===== config.mk =====
export PLATFORM = sky130hd
export DESIGN_NAME = cndm_dma_desc_mux
export DESIGN_NICKNAME = d
export VERILOG_FILES = /design/src/rtl/cndm_dma_mux_pkg.sv /design/src/rtl/cndm_rr_arbiter.sv /design/src/rtl/cndm_dma_desc_mux.sv
export SDC_FILE = /design/constraint.sdc
export NUM_CORES = 1
export LEC_CHECK = 0
export ABC_CLOCK_PERIOD_IN_PS = 9700
export CAP_MARGIN = 20
export CORE_AREA = 2 2 241 243
export DETAILED_ROUTE_END_ITERATION = 7
export DIE_AREA = 0 0 243 245
export GPL_ROUTABILITY_DRIVEN = 1
export PLACE_DENSITY = 0.46
export SKIP_CTS_REPAIR_TIMING = 1
export SYNTH_ARGS = -nofsm -noshare
export SYNTH_HDL_FRONTEND = slang
export SYNTH_SLANG_ARGS = --single-unit

===== constraint.sdc =====
create_clock -name clk -period 9.7 [get_ports clk]
set_clock_uncertainty 0.2 [all_clocks]
set_input_delay 1.94 -clock clk [delete_from_list [all_inputs] [get_ports clk]]
set_output_delay 1.94 -clock clk [all_outputs]
set_load 0.02 [all_outputs]

===== src/rtl/cndm_dma_mux_pkg.sv =====
// Shared definitions for the DMA descriptor mux: status error codes and channel-index sizing.
package cndm_dma_mux_pkg;

    localparam int STS_ERR_W = 4;

    // Status codes are defined by the DMA engine; only OK is interpreted here.
    localparam logic [STS_ERR_W-1:0] STS_OK       = 4'd0;
    localparam logic [STS_ERR_W-1:0] STS_ERR_TLP  = 4'd1;
    localparam logic [STS_ERR_W-1:0] STS_ERR_TIMO = 4'd2;

    function automatic int ch_idx_width(input int ch);
        return (ch > 1) ? $clog2(ch) : 1;
    endfunction

endpackage


===== src/rtl/cndm_rr_arbiter.sv =====
// Round-robin arbiter: first requester at or after the pointer wins; pointer moves past the
// winner only when the caller consumes the grant.
module cndm_rr_arbiter
    import cndm_dma_mux_pkg::*;
#(
    parameter  int PORTS = 4,
    localparam int IDX_W = ch_idx_width(PORTS)
) (
    input  logic             clk,
    input  logic             rst,
    input  logic [PORTS-1:0] req,
    input  logic             advance,
    output logic             grant_valid,
    output logic [IDX_W-1:0] grant_idx,
    output logic [PORTS-1:0] grant_onehot
);

    logic [IDX_W-1:0] r_ptr;
    logic [IDX_W-1:0] w_lo_idx;
    logic [IDX_W-1:0] w_hi_idx;
    logic             w_lo_found;
    logic             w_hi_found;

    // Downward scan leaves the lowest requester overall and the lowest at/after the pointer.
    always_comb begin
        w_lo_idx   = '0;
        w_hi_idx   = '0;
        w_lo_found = 1'b0;
        w_hi_found = 1'b0;
        for (int i = PORTS - 1; i >= 0; i--) begin
            if (req[i]) begin
                w_lo_idx   = IDX_W'(i);
                w_lo_found = 1'b1;
                if (i >= int'(r_ptr)) begin
                    w_hi_idx   = IDX_W'(i);
                    w_hi_found = 1'b1;
                end
            end
        end
    end

    assign grant_valid = w_lo_found;
    assign grant_idx   = w_hi_found ? w_hi_idx : w_lo_idx;

    always_comb begin
        grant_onehot = '0;
        for (int i = 0; i < PORTS; i++) begin
            grant_onehot[i] = grant_valid && (grant_idx == IDX_W'(i));
        end
    end

    always_ff @(posedge clk or posedge rst) begin
        if (rst) begin
            r_ptr <= '0;
        end else if (advance && grant_valid) begin
            r_ptr <= (grant_idx == IDX_W'(PORTS - 1)) ? '0 : IDX_W'(grant_idx + 1'b1);
        end
    end

endmodule


===== src/rtl/cndm_dma_desc_mux.sv =====
// Muxes CH descriptor request streams onto one DMA engine port and routes completion status
// back by the channel index carried in the upper tag bits.
module cndm_dma_desc_mux
    import cndm_dma_mux_pkg::*;
#(
    parameter  int CH         = 4,
    parameter  int SRC_ADDR_W = 64,
    parameter  int DST_ADDR_W = 16,
    parameter  int SEL_W      = 4,
    parameter  int LEN_W      = 20,
    parameter  int TAG_W      = 8,
    parameter  int MAX_OUT    = 16,
    localparam int CL_CH      = ch_idx_width(CH),
    localparam int CH_TAG_W   = TAG_W - CL_CH
) (
    input  logic                     clk,
    input  logic                     rst,
    input  logic [CH*SRC_ADDR_W-1:0] s_req_src_addr,
    input  logic [CH*DST_ADDR_W-1:0] s_req_dst_addr,
    input  logic [CH*SEL_W-1:0]      s_req_sel,
    input  logic [CH*LEN_W-1:0]      s_req_len,
    input  logic [CH*CH_TAG_W-1:0]   s_req_tag,
    input  logic [CH-1:0]            s_req_valid,
    output logic [CH-1:0]            s_req_ready,
    output logic [SRC_ADDR_W-1:0]    m_req_src_addr,
    output logic [DST_ADDR_W-1:0]    m_req_dst_addr,
    output logic [SEL_W-1:0]         m_req_sel,
    output logic [LEN_W-1:0]         m_req_len,
    output logic [TAG_W-1:0]         m_req_tag,
    output logic                     m_req_valid,
    input  logic                     m_req_ready,
    input  logic [TAG_W-1:0]         s_sts_tag,
    input  logic [STS_ERR_W-1:0]     s_sts_error,
    input  logic                     s_sts_valid,
    output logic [CH_TAG_W-1:0]      m_sts_tag,
    output logic [STS_ERR_W-1:0]     m_sts_error,
    output logic [CH-1:0]            m_sts_valid,
    input  logic [CH-1:0]            ch_enable,
    output logic [CH*8-1:0]          stat_outstanding,
    output logic                     stat_err_unexp
);

    logic [7:0]            r_cnt [CH];
    logic                  r_m_valid;
    logic [SRC_ADDR_W-1:0] r_src;
    logic [DST_ADDR_W-1:0] r_dst;
    logic [SEL_W-1:0]      r_sel;
    logic [LEN_W-1:0]      r_len;
    logic [TAG_W-1:0]      r_tag;
    logic [CH-1:0]         r_sts_valid;
    logic [CH_TAG_W-1:0]   r_sts_tag;
    logic [STS_ERR_W-1:0]  r_sts_err;
    logic                  r_err_unexp;

    logic [CH-1:0]         w_elig;
    logic [CH-1:0]         w_arb_onehot;
    logic [CL_CH-1:0]      w_arb_idx;
    logic                  w_arb_valid;
    logic                  w_grant;
    logic [SRC_ADDR_W-1:0] w_src;
    logic [DST_ADDR_W-1:0] w_dst;
    logic [SEL_W-1:0]      w_sel;
    logic [LEN_W-1:0]      w_len;
    logic [CH_TAG_W-1:0]   w_tag;
    logic [CL_CH-1:0]      w_sts_ch;
    logic [CH-1:0]         w_sts_hit;
    logic [CH-1:0]         w_dec;
    logic                  w_sts_cnt_zero;

    always_comb begin
        w_elig = '0;
        for (int i = 0; i < CH; i++) begin
            w_elig[i] = s_req_valid[i] && ch_enable[i] && (r_cnt[i] < 8'(MAX_OUT));
        end
    end

    cndm_rr_arbiter #(.PORTS(CH)) u_arb (
        .clk          (clk),
        .rst          (rst),
        .req          (w_elig),
        .advance      (w_grant),
        .grant_valid  (w_arb_valid),
        .grant_idx    (w_arb_idx),
        .grant_onehot (w_arb_onehot)
    );

    // rst gates the grant so no handshake can complete while reset is held.
    assign w_grant     = w_arb_valid && (!r_m_valid || m_req_ready) && !rst;
    assign s_req_ready = w_grant ? w_arb_onehot : '0;

    always_comb begin
        w_src = '0;
        w_dst = '0;
        w_sel = '0;
        w_len = '0;
        w_tag = '0;
        for (int i = 0; i < CH; i++) begin
            if (w_arb_onehot[i]) begin
                w_src = s_req_src_addr[i*SRC_ADDR_W +: SRC_ADDR_W];
                w_dst = s_req_dst_addr[i*DST_ADDR_W +: DST_ADDR_W];
                w_sel = s_req_sel[i*SEL_W +: SEL_W];
                w_len = s_req_len[i*LEN_W +: LEN_W];
                w_tag = s_req_tag[i*CH_TAG_W +: CH_TAG_W];
            end
        end
    end

    // An index beyond CH-1 matches no channel, so it is dropped and flagged below.
    assign w_sts_ch = s_sts_tag[TAG_W-1 -: CL_CH];

    always_comb begin
        w_sts_hit      = '0;
        w_dec          = '0;
        w_sts_cnt_zero = 1'b0;
        for (int i = 0; i < CH; i++) begin
            if (s_sts_valid && (w_sts_ch == CL_CH'(i))) begin
                w_sts_hit[i] = 1'b1;
                if (r_cnt[i] == 8'd0) begin
                    w_sts_cnt_zero = 1'b1;
                end else begin
                    w_dec[i] = 1'b1;
                end
            end
        end
    end

    always_ff @(posedge clk or posedge rst) begin
        if (rst) begin
            r_m_valid   <= 1'b0;
            r_src       <= '0;
            r_dst       <= '0;
            r_sel       <= '0;
            r_len       <= '0;
            r_tag       <= '0;
            r_sts_valid <= '0;
            r_sts_tag   <= '0;
            r_sts_err   <= '0;
            r_err_unexp <= 1'b0;
            for (int i = 0; i < CH; i++) begin
                r_cnt[i] <= '0;
            end
        end else begin
            if (w_grant) begin
                r_m_valid <= 1'b1;
                r_src     <= w_src;
                r_dst     <= w_dst;
                r_sel     <= w_sel;
                r_len     <= w_len;
                r_tag     <= {w_arb_idx, w_tag};
            end else if (m_req_ready) begin
                r_m_valid <= 1'b0;
            end
            r_sts_valid <= w_sts_hit;
            if (s_sts_valid) begin
                r_sts_tag <= s_sts_tag[CH_TAG_W-1:0];
                r_sts_err <= s_sts_error;
            end
            r_err_unexp <= s_sts_valid && ((w_sts_hit == '0) || w_sts_cnt_zero);
            for (int i = 0; i < CH; i++) begin
                case ({w_grant && w_arb_onehot[i], w_dec[i]})
                    2'b10:   r_cnt[i] <= r_cnt[i] + 8'd1;
                    2'b01:   r_cnt[i] <= r_cnt[i] - 8'd1;
                    default: r_cnt[i] <= r_cnt[i];
                endcase
            end
        end
    end

    assign m_req_valid    = r_m_valid;
    assign m_req_src_addr = r_src;
    assign m_req_dst_addr = r_dst;
    assign m_req_sel      = r_sel;
    assign m_req_len      = r_len;
    assign m_req_tag      = r_tag;
    assign m_sts_valid    = r_sts_valid;
    assign m_sts_tag      = r_sts_tag;
    assign m_sts_error    = r_sts_err;
    assign stat_err_unexp = r_err_unexp;

    always_comb begin
        stat_outstanding = '0;
        for (int i = 0; i < CH; i++) begin
            stat_outstanding[i*8 +: 8] = r_cnt[i];
        end
    end

endmodule


# After elaboration in Yosys (flattened, before gate mapping)
# Index checks and enable logic that the tools add are counted.
# classes
addsub,9
order_cmp,7
eq_ne,14
n_mux,69
n_reduce_logical,40
# op_table
cell,count
$mux W64,4
$mux W20,4
$mux W16,4
$pmux W8 S2,4
$add A8 B1 Y8 const B,4
$logic_not A8 Y1,4
$lt A8 B5 Y1 const B,4
$mux W1,32
$sub A8 B1 Y8 const B,4
$logic_and A1 B1 Y1,24
$mux W2,12
$mux W6,4
$mux W4,5
$eq A2 B2 Y1 const B,8
$eq A2 B1 Y1 const B,6
$reduce_bool A2 Y1,5
$ge A1 B2 Y1 const A,2
$logic_not A2 Y1,2
$logic_not A4 Y1,1
$add A2 B1 Y2 const B,1
$ge A2 B2 Y1 const A,1
$logic_not A1 Y1,2
$logic_or A1 B1 Y1,2
# totals
reg_bits,162
input_bits,464
out_inout_bits,164
wordCells,154

# Depth between registers and ports, before layout
# Gate-level depths: netlist of the first run.
# depth
word_depth,16
depth_mapped,22
mapped_depth_nobuf,15

# Hierarchy
# A second synthesis of the first run with hierarchy kept.
# unflattened
cells_unflattened,1315
hier_area_um2,10779.1
# by_module_without_submodules
mod,n_inst,cells_each,area_per_inst_um2,seq_area_each_um2
cndm_dma_desc_mux,1,1284,10495.1,4003.8
cndm_rr_arbiter,1,31,284.0,50.0

# Least setup slack after synthesis of the first run
# OpenSTA, ideal clock, no wires.
# synth_timing
path_type,input-to-output
from,input port rst
to,output port s_req_ready[1]
arrival_ns,6.383
t_required_ns,7.560
slack_ns,1.177
stages,6
n_path_buf,1
cell_sequence,inv_1 -> and2_1 -> o41a_1 -> buf_2 -> nand2_1 -> inv_1
# synth_between
elab_chain_cells,3
# synth_rtl
item,line_no,source
start: declaration,cndm_dma_desc_mux.sv:17,"input logic rst,"
$logic_not A1 Y1 (no source line),-,
$logic_and A1 B1 Y1,cndm_dma_desc_mux.sv:88,assign w_grant = w_arb_valid && (!r_m_valid || m_req_ready) && !rst;
$mux W4,cndm_dma_desc_mux.sv:89,assign s_req_ready = w_grant ? w_arb_onehot : '0;
end: declaration,cndm_dma_desc_mux.sv:24,"output logic [CH-1:0] s_req_ready,"
# Every way passes these cells.

# Worst setup path in the final report of the first run
# layout_timing
from,input port s_req_valid[0]
to,output port s_req_ready[2]
# layout_between
elab_chain_cells,7
elab_cells_between_ends,12
cone_classes,eq/ne: 1; mux: 6; reduce/logical: 5
# layout_rtl
item,line_no,source
start: declaration,cndm_dma_desc_mux.sv:23,"input logic [CH-1:0] s_req_valid,"
$logic_and A1 B1 Y1 (*) (2 in series),cndm_dma_desc_mux.sv:73,w_elig[i] = s_req_valid[i] && ch_enable[i] && (r_cnt[i] < 8'(MAX_OUT));
$mux W2 / $mux W1 (equally long branches),cndm_rr_arbiter.sv:31,if (req[i]) begin
$mux W2 (*),cndm_rr_arbiter.sv:43,assign grant_idx = w_hi_found ? w_hi_idx : w_lo_idx;
named net u_arb.grant_idx[0],cndm_rr_arbiter.sv:14,"output logic [IDX_W-1:0] grant_idx,"
$eq A2 B2 Y1 (*),cndm_rr_arbiter.sv:48,grant_onehot[i] = grant_valid && (grant_idx == IDX_W'(i));
$logic_and A1 B1 Y1 (*),cndm_rr_arbiter.sv:48,
$mux W4 (*),cndm_dma_desc_mux.sv:89,
# Mark *: on every way through the listed nets, which the timed path passes. The rest lies on a longest branch.

==> results of run 1 <==
sequential cells by signal, indices dropped and copies added (netlist names):
register and cells:
m_req_dst_addr 16, m_req_tag 8, m_sts_tag 6, m_sts_error 4, m_req_src_addr 64, u_arb.r_ptr 2
m_req_sel 4, m_req_valid 1, m_sts_valid 4, m_req_len 20, stat_outstanding 32, stat_err_unexp 1
metal layers:
metal  track usage  part of all wire
met1        0.2252              0.42
met2        0.3090              0.50
met3       0.05839             0.074
met4       0.04890             0.013
met5             0           0.00016
cell usage in the layout (no fill, tap or decap), types with 15 or more instances in the layout:
cell,n
nor2_1,139
dfrtp_1,162
a21oi_1,133
nand2_1,213
nand2_2,30
mux2_2,15
o21ai_1,60
clkdlybuf4s50_1,627
o21ai_2,30
clkbuf_16,17
inv_1,115
a22oi_1,109
nor3_1,20
a211o_1,106
o21ai_0,41
xor2_1,26
power groups by stage:
stage          sequential [uW]  combinational (uW)  clock [uW]
6_report                  1250                2880         689
3_3_place_gp              1250                2920           0
4_1_cts                   1250                2940         725
2_1_floorplan             1470                1450           0
5_1_grt                   1300                3170         745
3_5_place_dp              1260                2930           0
stage by stage:
step / util / hold WS [ns] / area, sq um / cells
finish: 0.3311 / 0.2789 / 18890 / 2795
global route: 0.3311 / 0.2967 / 18880 / 2794
CTS: 0.3309 / 0.2837 / 18870 / 2789
detailed placement: 0.3210 / 0.2718 / 18310 / 2757
global placement: 0.3210 / 0.2661 / 18310 / 2757
floorplan: - / 0.3419 / 11570 / 1495
path summary, 6_finish.rpt:
kind                       cells past startpoint  slack (ns)              endpoint                start
setup / recovery                              10        2.38        s_req_ready[2]       s_req_valid[0]
hold / removal                                 2        0.28    m_req_src_addr[35]   m_req_src_addr[35]
setup reg to reg                              15        4.52  stat_outstanding[22]  stat_outstanding[5]
hold reg to reg                                2        0.28    m_req_src_addr[35]   m_req_src_addr[35]
max in group asynchronous                      3        6.33    m_req_src_addr[26]                  rst
min in group asynchronous                      2        1.69  stat_outstanding[16]                  rst
tightest hold or removal path: stages, from the launching register on:
cell and delay (ns):
dfrtp_1 0.35, nand2_2 0.05, o21ai_2 0.04
area by class of cell:
class,instances,area share
multi-input combinational,1072,0.3425
clock buffer,21,0.02438
antenna,6,0.0007950
timing repair buffer,641,0.3379
inverter,117,0.02365
tap,765,0.05068
sequential,162,0.2147
clock inverter,11,0.005499
cells by family (layout without fill, tap and decap cells):
family | Yosys count | count (layout)
DFF | 162 | 162
muxes | 15 | 15
and+or+nand+nor | 483 | 483
AOI/OAI and AO/OA | 518 | 518
adders and majority gates | 16 | 16
buffers and inverters | 261 | 790
other | 0 | 6
xor gates and xnor gates | 40 | 40
==> results by group, run 1 <==
Die
  – Ports: 628
  – Initial core utilization: 0.2029
  – Cell Rows: between 80 and 90
  – Die ar.: 59540 sq um
  – Die Height: roughly 250 um
  – Core ar.: 57030 sq um
  – Die W: 243 um

Power and ir drop
  – Flop pwr share: 0.260
  – Peak VDD IR: 0.1560 mV
  – Static Leak: 0.008498 uW
  – Power per cell area: roughly 260 nW/um^2
  – NetSw: 2199 uW
  – Sw Share: 0.4564
  – Combinational Power Share: 0.597
  – Design Power: 4819 uW
  – Cell-internal power: 2620 uW
  – Clock share of power: 0.143

Setup path
  – Worst path top cell family by delay: buffers and inverters
  – Critical path peak fanout: 69
  – Worst path max stage delay: 0.67 ns
  – Critical path required time: 7.56 ns
  – Arr. time, crit path: 5.18 ns
  – Worst-path cell chain: clkdlybuf4s50_1, nand3b_1, nor2_1, o2bb2ai_1, o2bb2ai_1, inv_1, ha_4, nand2_1, inv_1, clkdlybuf4s50_1
  – WS Path Type: in2out
  – Worst path slowest cell: ha_4
  – CP Launch Type: input pin
  – CP bufs+invs: 4
  – Setup crit end kind: primary output

Logic synthesis
  – Top-area cell type share of the netlist area: 0.3502
  – Post-synthesis register bit count: 162
  – Netlist cell types: 65
  – Post-Synth Simple-Gate Area: 0.1881
  – Synth cell count leaders: 213 x nand2_1, 162 x dfrtp_1, 139 x nor2_1, 133 x a21oi_1, 116 x inv_1
  – Cell with the most instances after synthesis: nand2_1
  – Post-synth EDFFs: 0
  – Mux share of post-synthesis cell area: 0.01459
  – Biggest area consumer among synthesized cells: dfrtp_1
  – Post-Synth Adder-Cell Area: 0.01730
  – Synth Flop Type: dfrtp_1
  – Xor/xnor cell area share of the yosys netlist: 0.03027
  – Compound-Gate Fraction of Synth Area: 0.3042
  – Post-Synthesis Cells: 1495
  – Synth Area per Inst: 7.742 sq um
  – Fraction of registers with async set/reset: 1.000
  – Dominant cells by area after synthesis: dfrtp_1 35%, a211o_1 8.0%, a22oi_1 7.1%
  – Mapped Nets: 1975
  – Mapped Area: between 10000 and 15000 sq um
  – Seq/Total Area, Yosys: 0.3502
  – Yosys warnings: 0
  – Largest family of logic cells by synthesized area: compound AO/OA/AOI/OAI gates

Layout
  – Nets: 2491
  – Multi-input logic area: roughly 6500 sq um
  – # fillers: 6106
  – Sequential Area: between 4000 and 5000 sq um
  – Synthesis-to-finish area growth: 63.16%
  – Share of layout cells above drive strength 1: 0.06374

Global routing
  – Largest net degree at the start of global routing: 88
  – Initial antenna violation count: 7
  – GRT Overall Usage: 0.1834
  – Gr ovfl total: 0
  – Vias in the first global route: 12370
  – First-pass GRT wire length: 82230 um

Detailed routing
  – Drt first-iter violations: 651
  – Post-route ant nets: 0
  – Via count: 12790
  – Post-DR wirelength/cell: 20.03 um
  – Routed vias/inst: 4.576
  – Wire length after detailed routing: 55990 um
  – DR DRC count: 0
  – Drt pass-1 iters: 5

Placed design
  – Place WS: 2.292 ns
  – Gp weighted congestion: around 0.92
  – IO Port Bufs: 627
  – DP HPWL: 42010 um

Clock tree
  – TritonCTS Sinks: 162
  – Root Driver: clkbuf_16
  – CTS tree: yes
  – Clock-pin slew on the worst setup and hold paths: around 0.070 ns
  – Worst-skew pair later-pin latency: 0.48 ns
  – CTS Buf Count: 17
  – H-tree levels: 4
  – Buffer depth of the longest clock path: 2

Job
  – Max_cap viols: 0

STA
  – Final WS setup: 2.376 ns
  – RSZ-0062 raised after global routing: no
  – Setup violators final: 0
  – Fin crit period: 7.324 ns
  – Slew @ Worst Pin: 0.9475 ns
  – Final Hold Fails: 0
  – Max-slew headroom: 0.3683
  – Slew Limit Fails: 0
  – Setup tns final: 0 ns
  – F_max: 0.1365 GHz
  – Fin crit share: 0.7551

Hold path
  – HP Class: reg2reg

Outcome
  – Outcome: completed
Power figures use the tool's default switching activity.
==> run 2: changes to the inputs <==
--- a/config.mk
+++ b/config.mk
@@ -5,13 +5,13 @@
 export SDC_FILE = /design/constraint.sdc
 export NUM_CORES = 1
 export LEC_CHECK = 0
-export ABC_CLOCK_PERIOD_IN_PS = 9700
+export ABC_CLOCK_PERIOD_IN_PS = 5900
 export CAP_MARGIN = 20
 export CORE_AREA = 2 2 241 243
 export DETAILED_ROUTE_END_ITERATION = 7
 export DIE_AREA = 0 0 243 245
 export GPL_ROUTABILITY_DRIVEN = 1
-export PLACE_DENSITY = 0.46
+export PLACE_DENSITY = 0.48
 export SKIP_CTS_REPAIR_TIMING = 1
 export SYNTH_ARGS = -nofsm -noshare
 export SYNTH_HDL_FRONTEND = slang
==> constraint.sdc (replaced) <==
create_clock -name clk -period 5.9 [get_ports clk]
set_clock_uncertainty 0.2 [all_clocks]
set_input_delay 1.18 -clock clk [delete_from_list [all_inputs] [get_ports clk]]
set_output_delay 1.18 -clock clk [all_outputs]
set_load 0.02 [all_outputs]
==> results by group, run 2 (synthesis results as in run 1) <==
Detailed routing
  – Routed vias/inst: 4.575
  – Post-route ant nets: 0
  – Post-DR wirelength/cell: 19.73 um
  – DR DRC count: 0
  – Drt first-iter violations: 662
  – Wire length after detailed routing: 55210 um
  – Drt pass-1 iters: 5
  – Via count: 12800

STA
  – Slew @ Worst Pin: around 1.2 ns
  – Setup tns final: 0 ns
  – Fin crit share: 0.8760
  – Slew Limit Fails: 0
  – Setup violators final: 0
  – Final Hold Fails: 0
  – Fin crit period: 5.168 ns
  – F_max: just under 0.2 GHz
  – RSZ-0062 raised after global routing: no
  – Hold_ws: 0.2789 ns
  – Max-slew headroom: 0.2302

Die
  – Die Height: 245 um
  – Cell Rows: 88
  – Ports: 628
  – Die W: 243 um
  – Die ar.: 59540 sq um
  – Core ar.: 57030 sq um
  – Initial core utilization: 0.2029

Setup path
  – Critical path peak fanout: 9
  – Worst-path cell chain: clkdlybuf4s50_1, nand3b_1, nor2_1, o2bb2ai_1, o2bb2ai_1, buf_4, inv_1, ha_4, nand2_1, inv_2, clkdlybuf4s50_1
  – Critical path required time: 4.52 ns
  – Worst path max stage delay: 0.60 ns
  – WS Path Type: in2out
  – Worst reg2reg setup slack: 1.53 ns
  – Worst path top cell family by delay: buffers and inverters
  – Arr. time, crit path: between 3 and 4 ns
  – CP bufs+invs: 5
  – Setup crit end kind: primary output
  – Worst path slowest cell: clkdlybuf4s50_1
  – CP Launch Type: input pin

Placed design
  – DP HPWL: 41040 um
  – Cells after DPL: 2761
  – IO Port Bufs: 627
  – Gp weighted congestion: 0.9315

Layout
  – Largest register FFs: 64
  – Most common cell after layout, fill and taps aside: clkdlybuf4s50_1
  – Synthesis-to-finish area growth: 64.51%
  – Share of layout cells above drive strength 1: 0.07101
  – Most frequent cells in the layout: 627 x clkdlybuf4s50_1, 212 x nand2_1, 162 x dfrtp_1, 139 x nor2_1, 133 x a21oi_1
  – Finished Core Util: 0.3339
  – Nets: 2495
  – Fin cells: between 2000 and 3000

Global routing
  – Vias in the first global route: 12350
  – Met1 usage: 0.2212
  – Met3 usage: 0.05073
  – Gr ovfl total: 0
  – GRT Overall Usage: 0.1793
  – Initial antenna violation count: 10
  – Routing usage on met2: 0.2970
  – Largest net degree at the start of global routing: 160
  – GR peak layer: met2
  – First-pass GRT wire length: a little over 80000 um

Power and ir drop
  – Power per cell area: around 420 nW/um^2
  – Peak VDD IR: 0.2168 mV
  – Static Leak: 0.008532 uW

Clock tree
  – Buffer depth of the longest clock path: 2
  – H-tree levels: 4
  – TritonCTS Sinks: roughly 160
  – CTS Buf Count: 17
  – Root Driver: clkbuf_16
  – Worst-skew pair later-pin latency: a little under 0.5 ns
  – CTS tree: yes
  – Clock-pin slew on the worst setup and hold paths: 0.07 ns

Job
  – Max_cap viols: 0

Outcome
  – Outcome: completed

Hold path
  – HP Class: reg2reg
run 2: final timing paths:
check | startpoint | to | cells after the start
worst max-delay path | ch_enable[0] | s_req_ready[2] | 11
worst min-delay path | m_req_src_addr[28] | m_req_src_addr[28] | 2
worst max register to register | stat_outstanding[28] | m_req_src_addr[63] | 11
worst min register to register | m_req_src_addr[28] | m_req_src_addr[28] | 2
max in group asynchronous | rst | m_req_dst_addr[7] | 4
min in group asynchronous | rst | m_sts_valid[0] | 3
run 2: power by group:
group	leakage, uW	total, uW	internal [uW]	switching (uW)
clock	0.000281	1200	667	535
combinational	0.00622	4730	2160	2570
sequential	0.00204	2060	1570	495
total	0.00853	7990	4390	3600
run 2: worst reg2reg max path, stage by stage, from the launching register on:
cell and delay (ns):
dfrtp_1 0.49, nor4_1 0.53, nand3_1 0.24, o211ai_1 0.15, nand3_1 0.28, inv_1 0.27, ha_4 0.19, buf_12 0.49
buf_4 0.87, nor3_1 0.28, a21oi_1 0.17, o21ai_1 0.07
run 2: metal layers:
layer | up-vias | wire (um)
met5 | - | 63
met4 | 10 | 1235
met3 | 64 | 3660
met2 | 439 | 26730
met1 | 6043 | 23520
li1 | 6245 | -
run 2: cell type report:
class | count | area (sq um)
Clock buffer | 20 | 436.7
Antenna cell | 5 | 12.51
Multi-Input combinational cell | 1072 | 6520
Timing Repair Buffer | 645 | 6461
Clock inverter | 12 | 157.7
Sequential cell | 162 | 4054
Tap cell | 765 | 957.2
Fill cell | 6048 | 37990
Inverter | 117 | 442.9
run 2: stage by stage:
stage	worst slack [ns]	total power (uW)	instance area, sq um
after floorplan	-0.4025	4817	11690
after global placement	0.8056	6839	18440
after CTS	0.7085	8158	19030
final	0.7318	7993	19040
after detailed placement	0.7313	6892	18440
after global routing	0.5839	8609	19040
